==> config.mk <==
export PLATFORM = sky130hd
export DESIGN_NAME = yuv_frame_sender_flat
export DESIGN_NICKNAME = d
export VERILOG_FILES = /design/src/rtl/yuv_tx_pkg.sv /design/src/rtl/yuv_frame_sender_if.sv /design/src/rtl/yuv_tx_fifo.sv /design/src/rtl/yuv_frame_sender.sv /design/src/flat_wrapper.sv
export SDC_FILE = /design/constraint.sdc
export NUM_CORES = 1
export LEC_CHECK = 0
export BUFFER_PORTS_ARGS = -buffer_cell sky130_fd_sc_hd__clkbuf_2
export CAP_MARGIN = 10
export CELL_PAD_IN_SITES_DETAIL_PLACEMENT = 1
export CELL_PAD_IN_SITES_GLOBAL_PLACEMENT = 1
export CORE_MARGIN = 2
export CORE_UTILIZATION = 50
export CTS_CLUSTER_SIZE = 40
export DETAILED_ROUTE_END_ITERATION = 8
export PLACE_DENSITY = 0.8
export SLEW_MARGIN = 20
export SYNTH_ARGS = -nofsm -noshare
export SYNTH_HDL_FRONTEND = slang
export SYNTH_HIERARCHICAL = 1
export SYNTH_SLANG_ARGS = --single-unit
==> constraint.sdc <==
create_clock -name clk -period 4.9 [get_ports clk]
set_input_delay 0.98 -clock clk [delete_from_list [all_inputs] [get_ports clk]]
set_output_delay 0.98 -clock clk [all_outputs]
set_load 0.02 [all_outputs]
==> src/rtl/yuv_tx_pkg.sv <==
// Shared types and constants for the YUV frame sender: FSM state encoding,
// ctrl bit positions and the flush pulse length.
package yuv_tx_pkg;

  typedef enum logic [2:0] {
    StIdle,
    StClear,
    StWaitSof,
    StStream,
    StDrain,
    StDone
  } yuv_tx_state_e;

  localparam int unsigned CtrlStart = 0;
  localparam int unsigned CtrlClear = 1;
  localparam int unsigned CtrlPause = 2;

  localparam int unsigned CLEAR_CYCLES = 4;

  // 4:2:0 chroma is kept only where both column and row are even.
  function automatic logic is_chroma_site(logic col_lsb, logic row_lsb);
    return !col_lsb && !row_lsb;
  endfunction

endpackage

==> src/rtl/yuv_frame_sender_if.sv <==
// Three independent valid/accept byte channels (Y, U, V) leaving the frame sender.
interface yuv_frame_sender_if;

  logic [7:0] y_z, u_z, v_z;
  logic       y_lz, u_lz, v_lz;
  logic       y_vz, u_vz, v_vz;

  modport master (
    output y_z, u_z, v_z,
    output y_lz, u_lz, v_lz,
    input  y_vz, u_vz, v_vz
  );

  modport slave (
    input  y_z, u_z, v_z,
    input  y_lz, u_lz, v_lz,
    output y_vz, u_vz, v_vz
  );

endinterface

==> src/rtl/yuv_tx_fifo.sv <==
// Synchronous byte FIFO with a zero-latency head; a push into a full FIFO
// is accepted when a pop happens on the same edge.
module yuv_tx_fifo #(
  parameter int unsigned DEPTH = 16
) (
  input  logic       clk_i,
  input  logic       rst_i,
  input  logic       flush_i,
  input  logic       push_i,
  input  logic [7:0] data_i,
  input  logic       pop_i,
  output logic [7:0] data_o,
  output logic       full_o,
  output logic       empty_o
);

  localparam int unsigned AW = $clog2(DEPTH);
  localparam logic [AW:0] PtrOne = (AW + 1)'(1);

  logic [AW:0] wr_ptr_q, wr_ptr_d;
  logic [AW:0] rd_ptr_q, rd_ptr_d;
  logic [7:0]  mem_q [DEPTH];
  logic        do_push, do_pop;

  assign empty_o = (wr_ptr_q == rd_ptr_q);
  assign full_o  = (wr_ptr_q[AW] != rd_ptr_q[AW]) &&
                   (wr_ptr_q[AW-1:0] == rd_ptr_q[AW-1:0]);
  assign do_pop  = pop_i && !empty_o;
  assign do_push = push_i && (!full_o || do_pop);
  // Head forced to zero when empty so the output is defined after reset.
  assign data_o  = empty_o ? 8'h00 : mem_q[rd_ptr_q[AW-1:0]];

  always_comb begin
    wr_ptr_d = wr_ptr_q;
    rd_ptr_d = rd_ptr_q;
    if (flush_i) begin
      wr_ptr_d = '0;
      rd_ptr_d = '0;
    end else begin
      if (do_push) wr_ptr_d = wr_ptr_q + PtrOne;
      if (do_pop)  rd_ptr_d = rd_ptr_q + PtrOne;
    end
  end

  always_ff @(posedge clk_i) begin
    if (rst_i) begin
      wr_ptr_q <= '0;
      rd_ptr_q <= '0;
    end else begin
      wr_ptr_q <= wr_ptr_d;
      rd_ptr_q <= rd_ptr_d;
    end
  end

  always_ff @(posedge clk_i) begin
    if (do_push && !flush_i) mem_q[wr_ptr_q[AW-1:0]] <= data_i;
  end

endmodule

==> src/rtl/yuv_frame_sender.sv <==
// Camera-to-DMA frame sender: one 4:4:4 frame in, Y plus 4:2:0-decimated U/V out
// on three FIFO-backed channels. Define YUV_TX_DROP_CNT_EN to add the drop_cnt output.
module yuv_frame_sender
  import yuv_tx_pkg::*;
#(
  parameter int unsigned FRAME_W    = 64,
  parameter int unsigned FRAME_H    = 64,
  parameter int unsigned FIFO_DEPTH = 16
) (
  input  logic                      clk,
  input  logic                      reset,
  input  logic [3:0]                ctrl,
  output logic                      status,
  input  logic                      pix_valid,
  input  logic                      pix_sof,
  input  logic [7:0]                pix_y,
  input  logic [7:0]                pix_u,
  input  logic [7:0]                pix_v,
  yuv_frame_sender_if.master        ch,
  output logic                      clear_dma_and_fifo,
  output logic                      overflow
`ifdef YUV_TX_DROP_CNT_EN
  ,
  output logic [15:0]               drop_cnt
`endif
);

  localparam int unsigned ColW = (FRAME_W > 2) ? $clog2(FRAME_W) : 1;
  localparam int unsigned RowW = (FRAME_H > 2) ? $clog2(FRAME_H) : 1;
  localparam int unsigned ClrW = $clog2(CLEAR_CYCLES);
  localparam logic [ColW-1:0] ColLast = ColW'(FRAME_W - 1);
  localparam logic [RowW-1:0] RowLast = RowW'(FRAME_H - 1);
  localparam logic [ClrW-1:0] ClrLast = ClrW'(CLEAR_CYCLES - 1);

  yuv_tx_state_e   state_q, state_d;
  logic [ColW-1:0] col_q, col_d;
  logic [RowW-1:0] row_q, row_d;
  logic [ClrW-1:0] clr_cnt_q, clr_cnt_d;
  logic            status_q, status_d;
  logic            overflow_q, overflow_d;
  logic            clear_q, clear_d;

  logic start_req, clear_req, pause;
  logic unused_ctrl;
  logic y_full, u_full, v_full, y_empty, u_empty, v_empty;
  logic y_pop, u_pop, v_pop;
  logic take_pix, chroma_site, room, drop, last_pix, flush;
  logic push_y, push_c;

  assign start_req   = ctrl[CtrlStart];
  assign clear_req   = ctrl[CtrlClear];
  assign pause       = ctrl[CtrlPause];
  assign unused_ctrl = ctrl[3];

  assign y_pop = ch.y_lz && ch.y_vz;
  assign u_pop = ch.u_lz && ch.u_vz;
  assign v_pop = ch.v_lz && ch.v_vz;

  assign ch.y_lz = !y_empty;
  assign ch.u_lz = !u_empty;
  assign ch.v_lz = !v_empty;

  // A pixel belonging to the frame advances the counters whether it is stored or dropped.
  always_comb begin
    take_pix    = pix_valid && !pause &&
                  ((state_q == StWaitSof && pix_sof) || state_q == StStream);
    chroma_site = is_chroma_site(col_q[0], row_q[0]);
    room        = (!y_full || y_pop) &&
                  (!chroma_site || ((!u_full || u_pop) && (!v_full || v_pop)));
    drop        = take_pix && !room;
    push_y      = take_pix && room && !clear_req;
    push_c      = push_y && chroma_site;
    last_pix    = (col_q == ColLast) && (row_q == RowLast);
    flush       = clear_req || (state_q == StClear);
  end

  always_comb begin
    state_d    = state_q;
    col_d      = col_q;
    row_d      = row_q;
    clr_cnt_d  = clr_cnt_q;
    status_d   = status_q;
    overflow_d = overflow_q || drop;
    if (clear_req) begin
      state_d    = StClear;
      col_d      = '0;
      row_d      = '0;
      clr_cnt_d  = '0;
      overflow_d = 1'b0;
    end else begin
      if (take_pix) begin
        if (col_q == ColLast) begin
          col_d = '0;
          row_d = (row_q == RowLast) ? '0 : row_q + RowW'(1);
        end else begin
          col_d = col_q + ColW'(1);
        end
      end
      unique case (state_q)
        StIdle: begin
          if (start_req) begin
            state_d  = StWaitSof;
            status_d = 1'b0;
            col_d    = '0;
            row_d    = '0;
          end
        end
        StClear: begin
          col_d      = '0;
          row_d      = '0;
          overflow_d = 1'b0;
          if (clr_cnt_q == ClrLast) state_d = StIdle;
          else clr_cnt_d = clr_cnt_q + ClrW'(1);
        end
        StWaitSof: if (take_pix) state_d = StStream;
        StStream:  if (take_pix && last_pix) state_d = StDrain;
        StDrain: begin
          if (y_empty && u_empty && v_empty) begin
            state_d  = StDone;
            status_d = 1'b1;
          end
        end
        StDone:  state_d = StIdle;
        default: state_d = StIdle;
      endcase
    end
    clear_d = (state_d == StClear);
  end

  always_ff @(posedge clk) begin
    if (reset) begin
      state_q    <= StIdle;
      col_q      <= '0;
      row_q      <= '0;
      clr_cnt_q  <= '0;
      status_q   <= 1'b0;
      overflow_q <= 1'b0;
      clear_q    <= 1'b0;
    end else begin
      state_q    <= state_d;
      col_q      <= col_d;
      row_q      <= row_d;
      clr_cnt_q  <= clr_cnt_d;
      status_q   <= status_d;
      overflow_q <= overflow_d;
      clear_q    <= clear_d;
    end
  end

  assign status             = status_q;
  assign overflow           = overflow_q;
  assign clear_dma_and_fifo = clear_q;

`ifdef YUV_TX_DROP_CNT_EN
  logic [15:0] drop_cnt_q, drop_cnt_d;

  always_comb begin
    drop_cnt_d = drop_cnt_q;
    if (clear_req || (state_q == StIdle && start_req)) begin
      drop_cnt_d = '0;
    end else if (drop && drop_cnt_q != 16'hFFFF) begin
      drop_cnt_d = drop_cnt_q + 16'd1;
    end
  end

  always_ff @(posedge clk) begin
    if (reset) drop_cnt_q <= '0;
    else       drop_cnt_q <= drop_cnt_d;
  end

  assign drop_cnt = drop_cnt_q;
`endif

  yuv_tx_fifo #(.DEPTH(FIFO_DEPTH)) u_fifo_y (
    .clk_i   (clk),
    .rst_i   (reset),
    .flush_i (flush),
    .push_i  (push_y),
    .data_i  (pix_y),
    .pop_i   (y_pop),
    .data_o  (ch.y_z),
    .full_o  (y_full),
    .empty_o (y_empty)
  );

  yuv_tx_fifo #(.DEPTH(FIFO_DEPTH)) u_fifo_u (
    .clk_i   (clk),
    .rst_i   (reset),
    .flush_i (flush),
    .push_i  (push_c),
    .data_i  (pix_u),
    .pop_i   (u_pop),
    .data_o  (ch.u_z),
    .full_o  (u_full),
    .empty_o (u_empty)
  );

  yuv_tx_fifo #(.DEPTH(FIFO_DEPTH)) u_fifo_v (
    .clk_i   (clk),
    .rst_i   (reset),
    .flush_i (flush),
    .push_i  (push_c),
    .data_i  (pix_v),
    .pop_i   (v_pop),
    .data_o  (ch.v_z),
    .full_o  (v_full),
    .empty_o (v_empty)
  );

endmodule

==> src/flat_wrapper.sv <==
// flat-port wrapper written by rule: the top's interface ports become plain ports
module yuv_frame_sender_flat import yuv_tx_pkg::*;
#(
  parameter int unsigned FRAME_W    = 64,
  parameter int unsigned FRAME_H    = 64,
  parameter int unsigned FIFO_DEPTH = 16
)
  (clk, reset, ctrl, status, pix_valid, pix_sof, pix_y, pix_u, pix_v, clear_dma_and_fifo, overflow, ch_y_z, ch_u_z, ch_v_z, ch_y_lz, ch_u_lz, ch_v_lz, ch_y_vz, ch_u_vz, ch_v_vz);
  yuv_frame_sender_if ch_i ();
  input  logic clk;
  input  logic reset;
  input  logic [3:0] ctrl;
  output logic status;
  input  logic pix_valid;
  input  logic pix_sof;
  input  logic [7:0] pix_y;
  input  logic [7:0] pix_u;
  input  logic [7:0] pix_v;
  output logic clear_dma_and_fifo;
  output logic overflow;
  output wire logic [$bits(ch_i.y_z)-1:0] ch_y_z;
  output wire logic [$bits(ch_i.u_z)-1:0] ch_u_z;
  output wire logic [$bits(ch_i.v_z)-1:0] ch_v_z;
  output wire logic [$bits(ch_i.y_lz)-1:0] ch_y_lz;
  output wire logic [$bits(ch_i.u_lz)-1:0] ch_u_lz;
  output wire logic [$bits(ch_i.v_lz)-1:0] ch_v_lz;
  input wire logic [$bits(ch_i.y_vz)-1:0] ch_y_vz;
  input wire logic [$bits(ch_i.u_vz)-1:0] ch_u_vz;
  input wire logic [$bits(ch_i.v_vz)-1:0] ch_v_vz;
  assign ch_y_z = ch_i.y_z;
  assign ch_u_z = ch_i.u_z;
  assign ch_v_z = ch_i.v_z;
  assign ch_y_lz = ch_i.y_lz;
  assign ch_u_lz = ch_i.u_lz;
  assign ch_v_lz = ch_i.v_lz;
  assign ch_i.y_vz = ch_y_vz;
  assign ch_i.u_vz = ch_u_vz;
  assign ch_i.v_vz = ch_v_vz;
  yuv_frame_sender #(.FRAME_W(FRAME_W), .FRAME_H(FRAME_H), .FIFO_DEPTH(FIFO_DEPTH)) u_core (.clk(clk), .reset(reset), .ctrl(ctrl), .status(status), .pix_valid(pix_valid), .pix_sof(pix_sof), .pix_y(pix_y), .pix_u(pix_u), .pix_v(pix_v), .ch(ch_i), .clear_dma_and_fifo(clear_dma_and_fifo), .overflow(overflow));
endmodule
# --- After elaboration in Yosys (flattened, before gate mapping) ---
# Memory sizes are Yosys's and may differ from the RTL's. A register that Yosys moved wholly into a read port is not among the register bits.
# Index checks and enable logic that the tools add are counted.
classes:
  add_sub_neg: 9
  n_eq_ne: 19
  n_mux: 34
  n_bitwise: 2
  n_reduce_logical: 59
op_table:
  columns: ["operator", "n"]
  rows:
  - ["6-bit two-way mux", 7]
  - ["5-bit by 1-bit adder with 5-bit output, second input constant", 6]
  - ["1-bit logical AND", 29]
  - ["4-bit two-way mux", 6]
  - ["8-bit two-way mux", 3]
  - ["6-bit one-hot mux with 2 select lines", 2]
  - ["3-bit two-way mux", 6]
  - ["5-bit == test", 3]
  - ["3-bit one-hot mux with 5 select lines", 1]
  - ["1-bit logical NOT", 13]
  - ["6-bit by 1-bit adder with 6-bit output, second input constant", 2]
  - ["4-bit == test", 3]
  - ["6-bit == test, second input constant", 2]
  - ["1-bit logical OR", 10]
  - ["1-bit two-way mux", 8]
  - ["3-bit by 1-bit == test with 1-bit output, second input constant", 2]
  - ["3-bit by 2-bit == test with 1-bit output, second input constant", 2]
  - ["4-bit AND reduction", 1]
  - ["2-bit OR reduction", 2]
  - ["3-bit == test, second input constant", 1]
  - ["3-bit logical NOT", 1]
  - ["1-bit inequality test", 3]
  - ["3-bit OR reduction", 1]
  - ["2-bit by 1-bit adder with 2-bit output, second input constant", 1]
  - ["other kinds (7)", 8]
totals:
  elab_cells: 139
  register_bits: 50
  output_inout_bits: 30
  mem_bits_rw: 384
  mem_count: 3
  in_bits: 35
mem_list:
  columns: ["memory", "words", "word_bits", "read_ports", "rd_clocked_by_memory_dff", "write_ports", "line_no", "source"]
  rows:
  - ["u_core.u_fifo_u.mem_q", 16, 8, 1, 1, 1, "yuv_tx_fifo.sv:22", "logic [7:0] mem_q [DEPTH];"]
  - ["u_core.u_fifo_v.mem_q", 16, 8, 1, 1, 1, "yuv_tx_fifo.sv:22", null]
  - ["u_core.u_fifo_y.mem_q", 16, 8, 1, 1, 1, "yuv_tx_fifo.sv:22", null]

# --- Longest topological paths before layout ---
# Gate-level depths: netlist (run 1).
depth:
  word_depth: 14
  depth_mapped: 12
  mapped_depth_nobuf: 11

# --- Cells and area by module ---
# The synthesis (run 1) kept the hierarchy.
modules_own_cells:
  columns: ["module", "cells_per_inst", "seq_area_each_um2", "area_per_inst_um2", "n_inst"]
  rows:
  - ["yuv_tx_fifo (u_core.u_fifo_v ...)", 289, 4124.0, 5630.4, 2]
  - ["yuv_tx_fifo (u_core.u_fifo_u)", 296, 4124.0, 5622.9, 1]
  - ["yuv_frame_sender", 137, 400.4, 1103.6, 1]

# --- Worst setup path after synthesis (run 1) ---
# No wires, ideal clock.
synth_timing:
  path_type: "input-to-reg"
  startpoint: "input port ch_u_vz"
  endpoint: "memory u_core.u_fifo_u.mem_q[15][0], enable pin"
  path_buffers: 0
  stages: 7
  required_ns: 4.517
  slack_ns: 1.058
  arrival_time_ns: 3.459
  setup_time_ns: 0.383
  cell_sequence: "nor2b_1 o22a_1 o22ai_1 nor4_1 a21boi_4 nand2_1 nor3_1"
synth_via:
  elab_chain_len: 12
  elab_cells_between_ends: 14
  cone_classes: "mux (2); reduce/logical (12)"
synth_lines:
  columns: ["item", "line_no", "source"]
  rows:
  - ["start, declared", "flat_wrapper.sv:28", "input wire logic [$bits(ch_i.u_vz)-1:0] ch_u_vz;"]
  - ["1-bit logical AND", "yuv_frame_sender.sv:56", "assign u_pop = ch.u_lz && ch.u_vz;"]
  - ["1-bit logical OR", "yuv_frame_sender.sv:69", "(!chroma_site || ((!u_full || u_pop) && (!v_full || v_pop)));"]
  - ["1-bit logical AND", "yuv_frame_sender.sv:69", null]
  - ["1-bit logical OR", "yuv_frame_sender.sv:69", null]
  - ["1-bit logical AND", "yuv_frame_sender.sv:68", "room = (!y_full || y_pop) &&"]
  - ["1-bit logical AND (2 in a row)", "yuv_frame_sender.sv:71", "push_y = take_pix && room && !clear_req;"]
  - ["1-bit logical AND", "yuv_frame_sender.sv:72", "push_c = push_y && chroma_site;"]
  - ["net u_core.push_c", "yuv_frame_sender.sv:48", "logic push_y, push_c;"]
  - ["1-bit logical AND", "yuv_tx_fifo.sv:29", "assign do_push = push_i && (!full_o || do_pop);"]
  - ["1-bit logical AND", "yuv_tx_fifo.sv:56", "if (do_push && !flush_i) mem_q[wr_ptr_q[AW-1:0]] <= data_i;"]
  - ["1-bit two-way mux", "yuv_tx_fifo.sv:56", null]
  - ["1-bit two-way mux (implied by the code)", "yuv_tx_fifo.sv:56", null]
  - ["end, declared", "yuv_tx_fifo.sv:22", null]
# The timed path passes the listed nets, and every way through them passes these cells.

# --- Worst setup path after layout (run 1) ---
layout_timing:
  startpoint: "register u_core.u_fifo_v.wr_ptr_q[2]"
  endpoint: "memory u_core.u_fifo_v.mem_q[8][2], enable pin"
layout_via:
  elab_chain_len: 14
  elab_cells_between_ends: 19
  cone_classes: "eq/ne (2); mux (2); reduce/logical (15)"
layout_lines:
  columns: ["item", "line_no", "source"]
  rows:
  - ["start, declared", "yuv_tx_fifo.sv:20", "logic [AW:0] wr_ptr_q, wr_ptr_d;"]
  - ["start signal, assigned", "yuv_tx_fifo.sv:50", "wr_ptr_q <= wr_ptr_d;"]
  - ["5-bit == test", "yuv_tx_fifo.sv:25", "assign empty_o = (wr_ptr_q == rd_ptr_q);"]
  - ["net u_core.v_empty", "yuv_frame_sender.sv:45", "logic y_full, u_full, v_full, y_empty, u_empty, v_empty;"]
  - ["1-bit logical NOT", "yuv_frame_sender.sv:61", "assign ch.v_lz = !v_empty;"]
  - ["1-bit logical AND", "yuv_frame_sender.sv:57", "assign v_pop = ch.v_lz && ch.v_vz;"]
  - ["net u_core.v_pop", "yuv_frame_sender.sv:46", "logic y_pop, u_pop, v_pop;"]
  - ["1-bit logical OR", "yuv_frame_sender.sv:69", null]
  - ["1-bit logical AND", "yuv_frame_sender.sv:69", null]
  - ["1-bit logical OR", "yuv_frame_sender.sv:69", null]
  - ["1-bit logical AND", "yuv_frame_sender.sv:68", null]
  - ["1-bit logical AND (2 in a row)", "yuv_frame_sender.sv:71", null]
  - ["1-bit logical AND", "yuv_frame_sender.sv:72", null]
  - ["net u_core.push_c", "yuv_frame_sender.sv:48", null]
  - ["1-bit logical AND", "yuv_tx_fifo.sv:29", null]
  - ["1-bit logical AND", "yuv_tx_fifo.sv:56", null]
  - ["1-bit two-way mux", "yuv_tx_fifo.sv:56", null]
  - ["1-bit two-way mux (implied by the code)", "yuv_tx_fifo.sv:56", null]
  - ["end, declared", "yuv_tx_fifo.sv:22", null]
# The timed path passes the listed nets, and every way through them passes these cells.

==> summary.txt, run 1 <==
Status: finished, final reports clean
R2r startpoint: u_core/u_fifo_v/wr_ptr_q[2]$_SDFFE_PP0P_
HP Class: reg -> reg
Die height: 194 um
Final period utilization: 0.803
Slew margin rel.: 0.263
Type of the worst setup path: reg -> reg
Pin count of the biggest net entering global routing: 22
Initial core utilization: 0.507
Worst EP arrival: 4.14 ns
Worst skew pair latency: 0.58 ns
Least-Margin Pin Slew: 1.10 ns
CTS Root Cell: clkbuf_16
FMAX: 254 MHz
Post-layout worst setup margin: 0.966 ns
Initial antenna violation count: 0
RSZ-0062 raised after global routing: no
Pwr dens: 382 mW/mm^2
# DRC: 0
Vias: 9421
Initial DRC Count: 679
Post-Place Setup Slack: 0.982 ns
Setup crit end: u_core/u_fifo_v/mem_q[8][2]$_DFFE_PP_
Count leader, synth: edfxtp_1
Drt first pass iters: 5
Flops & latches, synth: 446
Max-Cap Viols: 0
Dpl cells: 1513
Antenna diode count: 0
Count of non-filler cells in the finished layout: 1598
Post-Route WL: 39500 um
# Post-CTS Setup Buffers: 0
Synth top cells by count: edfxtp_1 (384), mux4_2 (93), dfxtp_1 (62), nor2_1 (50), o22ai_1 (49)
Clock slew at reported path FFs: 0.06 ns
Number of global-route vias before repair: 10100
Leak pwr: 6.50 nW
YS warnings: 6
GPL Wtd Cong: 0.742
Peak fanout along the critical path: 11
Syn Nets: 1064
Cell depth of the worst flop-to-flop path: 12
Element type at the critical path end: register
Hold Violations, Final: 0
Die area: 0.0375 mm^2
Largest cells by area after synthesis: edfxtp_1 (64%), mux4_2 (12%), dfxtp_1 (6.9%)
Crit path launch type: register
Worst VDD drop: 0.384 mV
Cell taking the most area after synthesis: edfxtp_1
Post-synth EDFFs: 384
Predominant post-synthesis flop cell: edfxtp_1
HPWL Detailed: 25600 um
CTS resizes: 0
CP peak stage delay: 0.54 ns
Hold buffers post-CTS: 0
Seq/Total Area, Yosys: 0.710
Total CTS buffers: 46
IO Pins: 65
Vias per cell: 5.90
CP max stage cell: and2_1
Antenna-violating nets left: 0
Buffers added on ports: 63
Core area: 0.0355 mm^2
Setup TNS: 0 ns
Share of post-route cells with drive strength above 1: 0.248
Syn Inst Count: 1011
Post-synth cell types: 60
Crit path cell chain: xnor2_1 > nand4_4 > nor2_2 > nor2b_1 > o22a_1 > o22ai_1 > nor4_1 > buf_4 > nor2b_1 > o21ai_2 > nor3b_1 > and2_1
Num Clock Sinks: 446
Tmin final: 3.93 ns
Total grt overflow: 0
Row count: 69
Area Growth Syn to Fin: 13.0%
Syn avg cell area: 17.8 um^2
Worst path most repeated cell: nor2b_1
CTS max path bufs: 3
Post-layout power: 7.77 mW
R2R Path End: u_core/u_fifo_v/mem_q[8][2]$_DFFE_PP_
Slew Limit Fails: 0
First-pass GRT wire length: 61800 um
Crit path launch: u_core/u_fifo_v/wr_ptr_q[2]$_SDFFE_PP0P_
Final-report setup violation count: 0
Top cell type's share of synthesized area: 0.641
Die width: 194 um
Avg WL per Cell: 24.7 um
Clock Skew: 0.0223 ns
CP required: 5.11 ns
Flop-to-flop setup slack: 0.97 ns
Asr flop ratio synth: 0
Post-Syn Area: 0.0180 mm^2
Final nets: 1153
GRT Total Usage: 0.216
Fin util: 0.573
H-tree levels: 2
TritonCTS clock tree: done
## per-stage QoR
stage	area, um^2	hold WS (ns)
floorplan	18000	0.453
global placement	18800	0.455
detailed placement	18800	0.480
CTS	20300	0.489
global route	20300	0.514
finish	20300	0.487
## cells by family (layout without fill, tap and decap cells)
logic type | after synthesis | count (layout) | share of synthesized area
adder cells (fa/ha/maj) | 18 | 18 | 0.0125
XOR/XNOR | 39 | 39 | 0.0198
multiplexers | 104 | 104 | 0.125
buffers and inverters | 63 | 189 | 0.0188
flip-flops | 446 | 446 | 0.710
AO/OA/AOI/OAI | 104 | 104 | 0.0399
AND/OR/NAND/NOR | 237 | 237 | 0.0737
## layer usage
| metal | routed length, um | share of wire | track usage |
|---|---|---|---|
| met5 | 0 | 0 | 0 |
| met2 | 19900 | 0.50 | 0.358 |
| met4 | 990 | 0.025 | 0.0664 |
| met1 | 16600 | 0.42 | 0.291 |
| met3 | 1990 | 0.050 | 0.0424 |
## cells in the final DEF (no fill, tap or decap), types with 11 or more instances in the layout
cell,instances
clkbuf_16,47
dfxtp_1,61
clkbuf_2,63
inv_1,15
clkbuf_1,13
and2_1,28
nor3_1,41
a21oi_1,16
nand3_1,12
nor2_1,50
edfxtp_1,384
o22ai_1,49
ha_1,18
xnor2_1,22
nand2_1,24
xor2_1,15
and3_1,11
buf_4,26
mux4_2,93
## critical path, delay by kind of cell (launching register included)
family	cells	cell delay [ns]
AO/OA/AOI/OAI	3	0.45
XOR/XNOR	1	0.16
buffers and inverters	1	0.21
flip-flops	1	0.51
AND/OR/NAND/NOR	7	2.20
## power breakdown
part	switching (mW)	leakage (nW)	internal, mW
clock network	1.45	0.743	2.10
registers	0.00381	3.95	4.12
logic	0.0733	1.80	0.0217
total	1.53	6.50	6.24
## state kept, by name, indices dropped and copies added (netlist names), 6 cells and up, named ones only
name and flops:
u_core/u_fifo_v/mem_q 128, u_core/u_fifo_u/mem_q 128, u_core/u_fifo_y/mem_q 128, u_core/row_q 6
u_core/col_q 6
## worst min-delay path by stage
| stage | from | slack, ns | cells after the start | end |
|---|---|---|---|---|
| after floorplan | u_core/row_q[5]$_SDFF_PP0_ | 0.45 | 2 | u_core/row_q[5]$_SDFF_PP0_ |
| after global placement | u_core/status$_SDFFE_PP0P_ | 0.46 | 2 | u_core/status$_SDFFE_PP0P_ |
| after detailed placement | u_core/col_q[1]$_SDFF_PP0_ | 0.48 | 2 | u_core/col_q[1]$_SDFF_PP0_ |
| after CTS | u_core/status$_SDFFE_PP0P_ | 0.49 | 2 | u_core/status$_SDFFE_PP0P_ |
| after global routing | u_core/col_q[1]$_SDFF_PP0_ | 0.51 | 2 | u_core/col_q[1]$_SDFF_PP0_ |
| final | u_core/status$_SDFFE_PP0P_ | 0.49 | 2 | u_core/status$_SDFFE_PP0P_ |
## final cells by class
class / count / area (um^2)
repair buffers: 89 / 510
fillers: 3155 / 15200
clock inverters: 24 / 287
inverters: 15 / 56.3
clock buffers: 61 / 1240
flip-flops and latches: 446 / 12800
well taps: 461 / 577
multi-input cells: 502 / 4880
Power figures use the tool's default switching activity.
==> inputs of run 2 (changes only) <==
- clock period: 4.9 -> 4.1 ns (I/O delays scaled with it)
==> run 2 against run 1 <==
Effect of this change:
- clock-buffer cell count decreased by 5
- final cell count grew 0.50%
- largest cell class unchanged
- setup slack lost 0.68 ns
- critical endpoint is now u_core/u_fifo_v/mem_q[1][7]$_DFFE_PP_
- design area grew 0.54%
- highest routed layer unchanged
- critical path depth fell by 1
- global-route usage grew 0.41 points
- sequential power increased by 20%
- clock skew up 0.0073 ns
- combinational power is 21% higher
- via count up 0.55%
==> summary.txt, run 2 (synthesized netlist as in run 1, its figures left out) <==
Antenna diode count: 0 (unchanged)
First-pass GRT wire length: 62200 um (was 61800 um)
Cell depth of the worst flop-to-flop path: 11 (was 12)
Hold Slack: 0.479 ns (was 0.487 ns)
Hold buffers post-CTS: 0 (unchanged)
Buffers added on ports: 63 (unchanged)
Die height: 194 um (unchanged)
FILL cells: 3155 (unchanged)
Worst EP arrival: 4.02 ns (was 4.14 ns)
Hold Violations, Final: 0 (unchanged)
Fin util: 0.576 (was 0.573)
Post-DP Area: 0.0189 mm^2 (was 0.0188 mm^2)
Die area: 0.0375 mm^2 (unchanged)
CP required: 4.30 ns (was 5.11 ns)
Cell area after layout: 0.0204 mm^2 (was 0.0203 mm^2)
Peak fanout along the critical path: 11 (unchanged)
Row count: 69 (unchanged)
Slew margin rel.: 0.453 (was 0.263)
Worst skew pair latency: 0.58 ns (about the same)
Clock Skew: 0.0296 ns (was 0.0223 ns)
Num Clock Sinks: 446 (unchanged)
Most frequent cells in the layout: edfxtp_1 (384), mux4_2 (93), clkbuf_2 (63) (unchanged)
Total grt overflow: 0 (unchanged)
Vias per cell: 5.90 (about the same)
Initial core utilization: 0.507 (unchanged)
Commonest non-fill, non-tap cell in the layout: edfxtp_1 (unchanged)
Pwr dens: 453 mW/mm^2 (was 382 mW/mm^2)
Drt first pass iters: 5 (unchanged)
GRT Total Usage: 0.220 (was 0.216)
HPWL Detailed: 26200 um (was 25600 um)
Clock slew at reported path FFs: 0.07 ns (was 0.06 ns)
Least-Margin Pin Slew: 0.819 ns (was 1.10 ns)
Initial DRC Count: 711 (was 679)
Crit path launch type: register (unchanged)
Die width: 194 um (unchanged)
Leak pwr: 6.56 nW (was 6.50 nW)
RSZ-0062 raised after global routing: no (unchanged)
CTS max path bufs: 3 (unchanged)
Vias: 9473 (was 9421)
# Post-CTS Setup Buffers: 0 (unchanged)
Post-Route WL: 40200 um (was 39500 um)
Slew Limit Fails: 0 (unchanged)
# DRC: 0 (unchanged)
IO Pins: 65 (unchanged)
Avg WL per Cell: 25.0 um (was 24.7 um)
CTS Root Cell: clkbuf_16 (unchanged)
Core area: 0.0355 mm^2 (unchanged)
Antenna-violating nets left: 0 (unchanged)
Final-report setup violation count: 0 (unchanged)
HP Class: reg -> reg (unchanged)
Max-Cap Viols: 0 (unchanged)
TritonCTS clock tree: done (unchanged)
Number of global-route vias before repair: 10300 (was 10100)
Element type at the critical path end: register (unchanged)
GPL Wtd Cong: 0.760 (was 0.742)
Worst VDD drop: 0.655 mV (was 0.384 mV)
Hold path cells: 2 (unchanged)
Area Growth Syn to Fin: 13.6% (was 13.0%)
Total CTS buffers: 45 (was 46)
H-tree levels: 2 (unchanged)
Final period utilization: 0.931 (was 0.803)
Pin count of the biggest net entering global routing: 33 (was 22)
FMAX: 262 MHz (was 254 MHz)
Setup TNS: 0 ns (unchanged)
Tmin final: 3.82 ns (was 3.93 ns)
Share of post-route cells with drive strength above 1: 0.266 (was 0.248)
Final nets: 1162 (was 1153)
Status: finished, final reports clean (unchanged)
Initial antenna violation count: 0 (unchanged)
Type of the worst setup path: reg -> reg (unchanged)
[run 2: cell types whose count changed in the layout (fill, tap and decap cells not counted), sizes merged]
cell / previous run / this run
buf: 26 / 36
clkbuf: 124 / 119
clkinv: 15 / 17
bufinv: 6 / 5
clkinvlp: 1 / 2
inv: 17 / 18
[run 2: what timing repair did]
item	CTS	global route
resized for setup	0	5
endpoints found under the hold margin	0	0
endpoints found under the setup margin	0	64
[run 2: area by class of cell]
type,instances,area (um^2),share of cell area
inverter,15,56.3,0.00276
tap,461,577,0.0282
clock inverter,27,305,0.0149
multi-input combinational,502,4890,0.240
sequential,446,12800,0.625
timing repair buffer,99,586,0.0287
clock buffer,56,1240,0.0606
[run 2: critical path: stages (launching register included)]
cell and delay (ns):
dfxtp_1 0.51, xnor2_1 0.15, nand4_4 0.22, nor2_2 0.19, nor2b_1 0.40, o22ai_1 0.19, nor4_1 0.27, buf_4 0.22
nor2b_1 0.21, o21ai_2 0.11, nor3_1 0.46, and2_1 0.49
[run 2: per-layer routing]
layer	wire (um)	part of all wire	GRT usage	up-vias
li1	-	-	-	4225
met4	872	0.022	0.0650	0
met1	16600	0.41	0.294	4931
met2	20400	0.51	0.369	253
met3	2260	0.056	0.0444	64
met5	0	0	0	-
[run 2: path summary, 6_finish.rpt]
check	start	end	slack (ns)
min	u_core/status$_SDFFE_PP0P_	u_core/status$_SDFFE_PP0P_	0.48
min reg2reg	u_core/status$_SDFFE_PP0P_	u_core/status$_SDFFE_PP0P_	0.48
max reg2reg	u_core/u_fifo_y/wr_ptr_q[2]$_SDFFE_PP0P_	u_core/u_fifo_v/mem_q[1][7]$_DFFE_PP_	0.28
max	u_core/u_fifo_y/wr_ptr_q[2]$_SDFFE_PP0P_	u_core/u_fifo_v/mem_q[1][7]$_DFFE_PP_	0.28
[run 2: power by group]
part / switching [mW] / internal, mW / leakage, nW / total [mW]
logic: 0.0890 / 0.0261 / 1.86 / 0.115
registers: 0.00451 / 4.92 / 3.95 / 4.93
clock network: 1.73 / 2.48 / 0.755 / 4.22
total: 1.83 / 7.43 / 6.56 / 9.26
[run 2: through the flow]
step                power, mW  worst slack [ns]  std cells
floorplan                5.06             0.370       1011
global placement         5.13             0.435       1523
detailed placement       5.14             0.277       1523
CTS                      9.36             0.125       1606
global route             9.53            0.0508       1606
finish                   9.26             0.281       1606
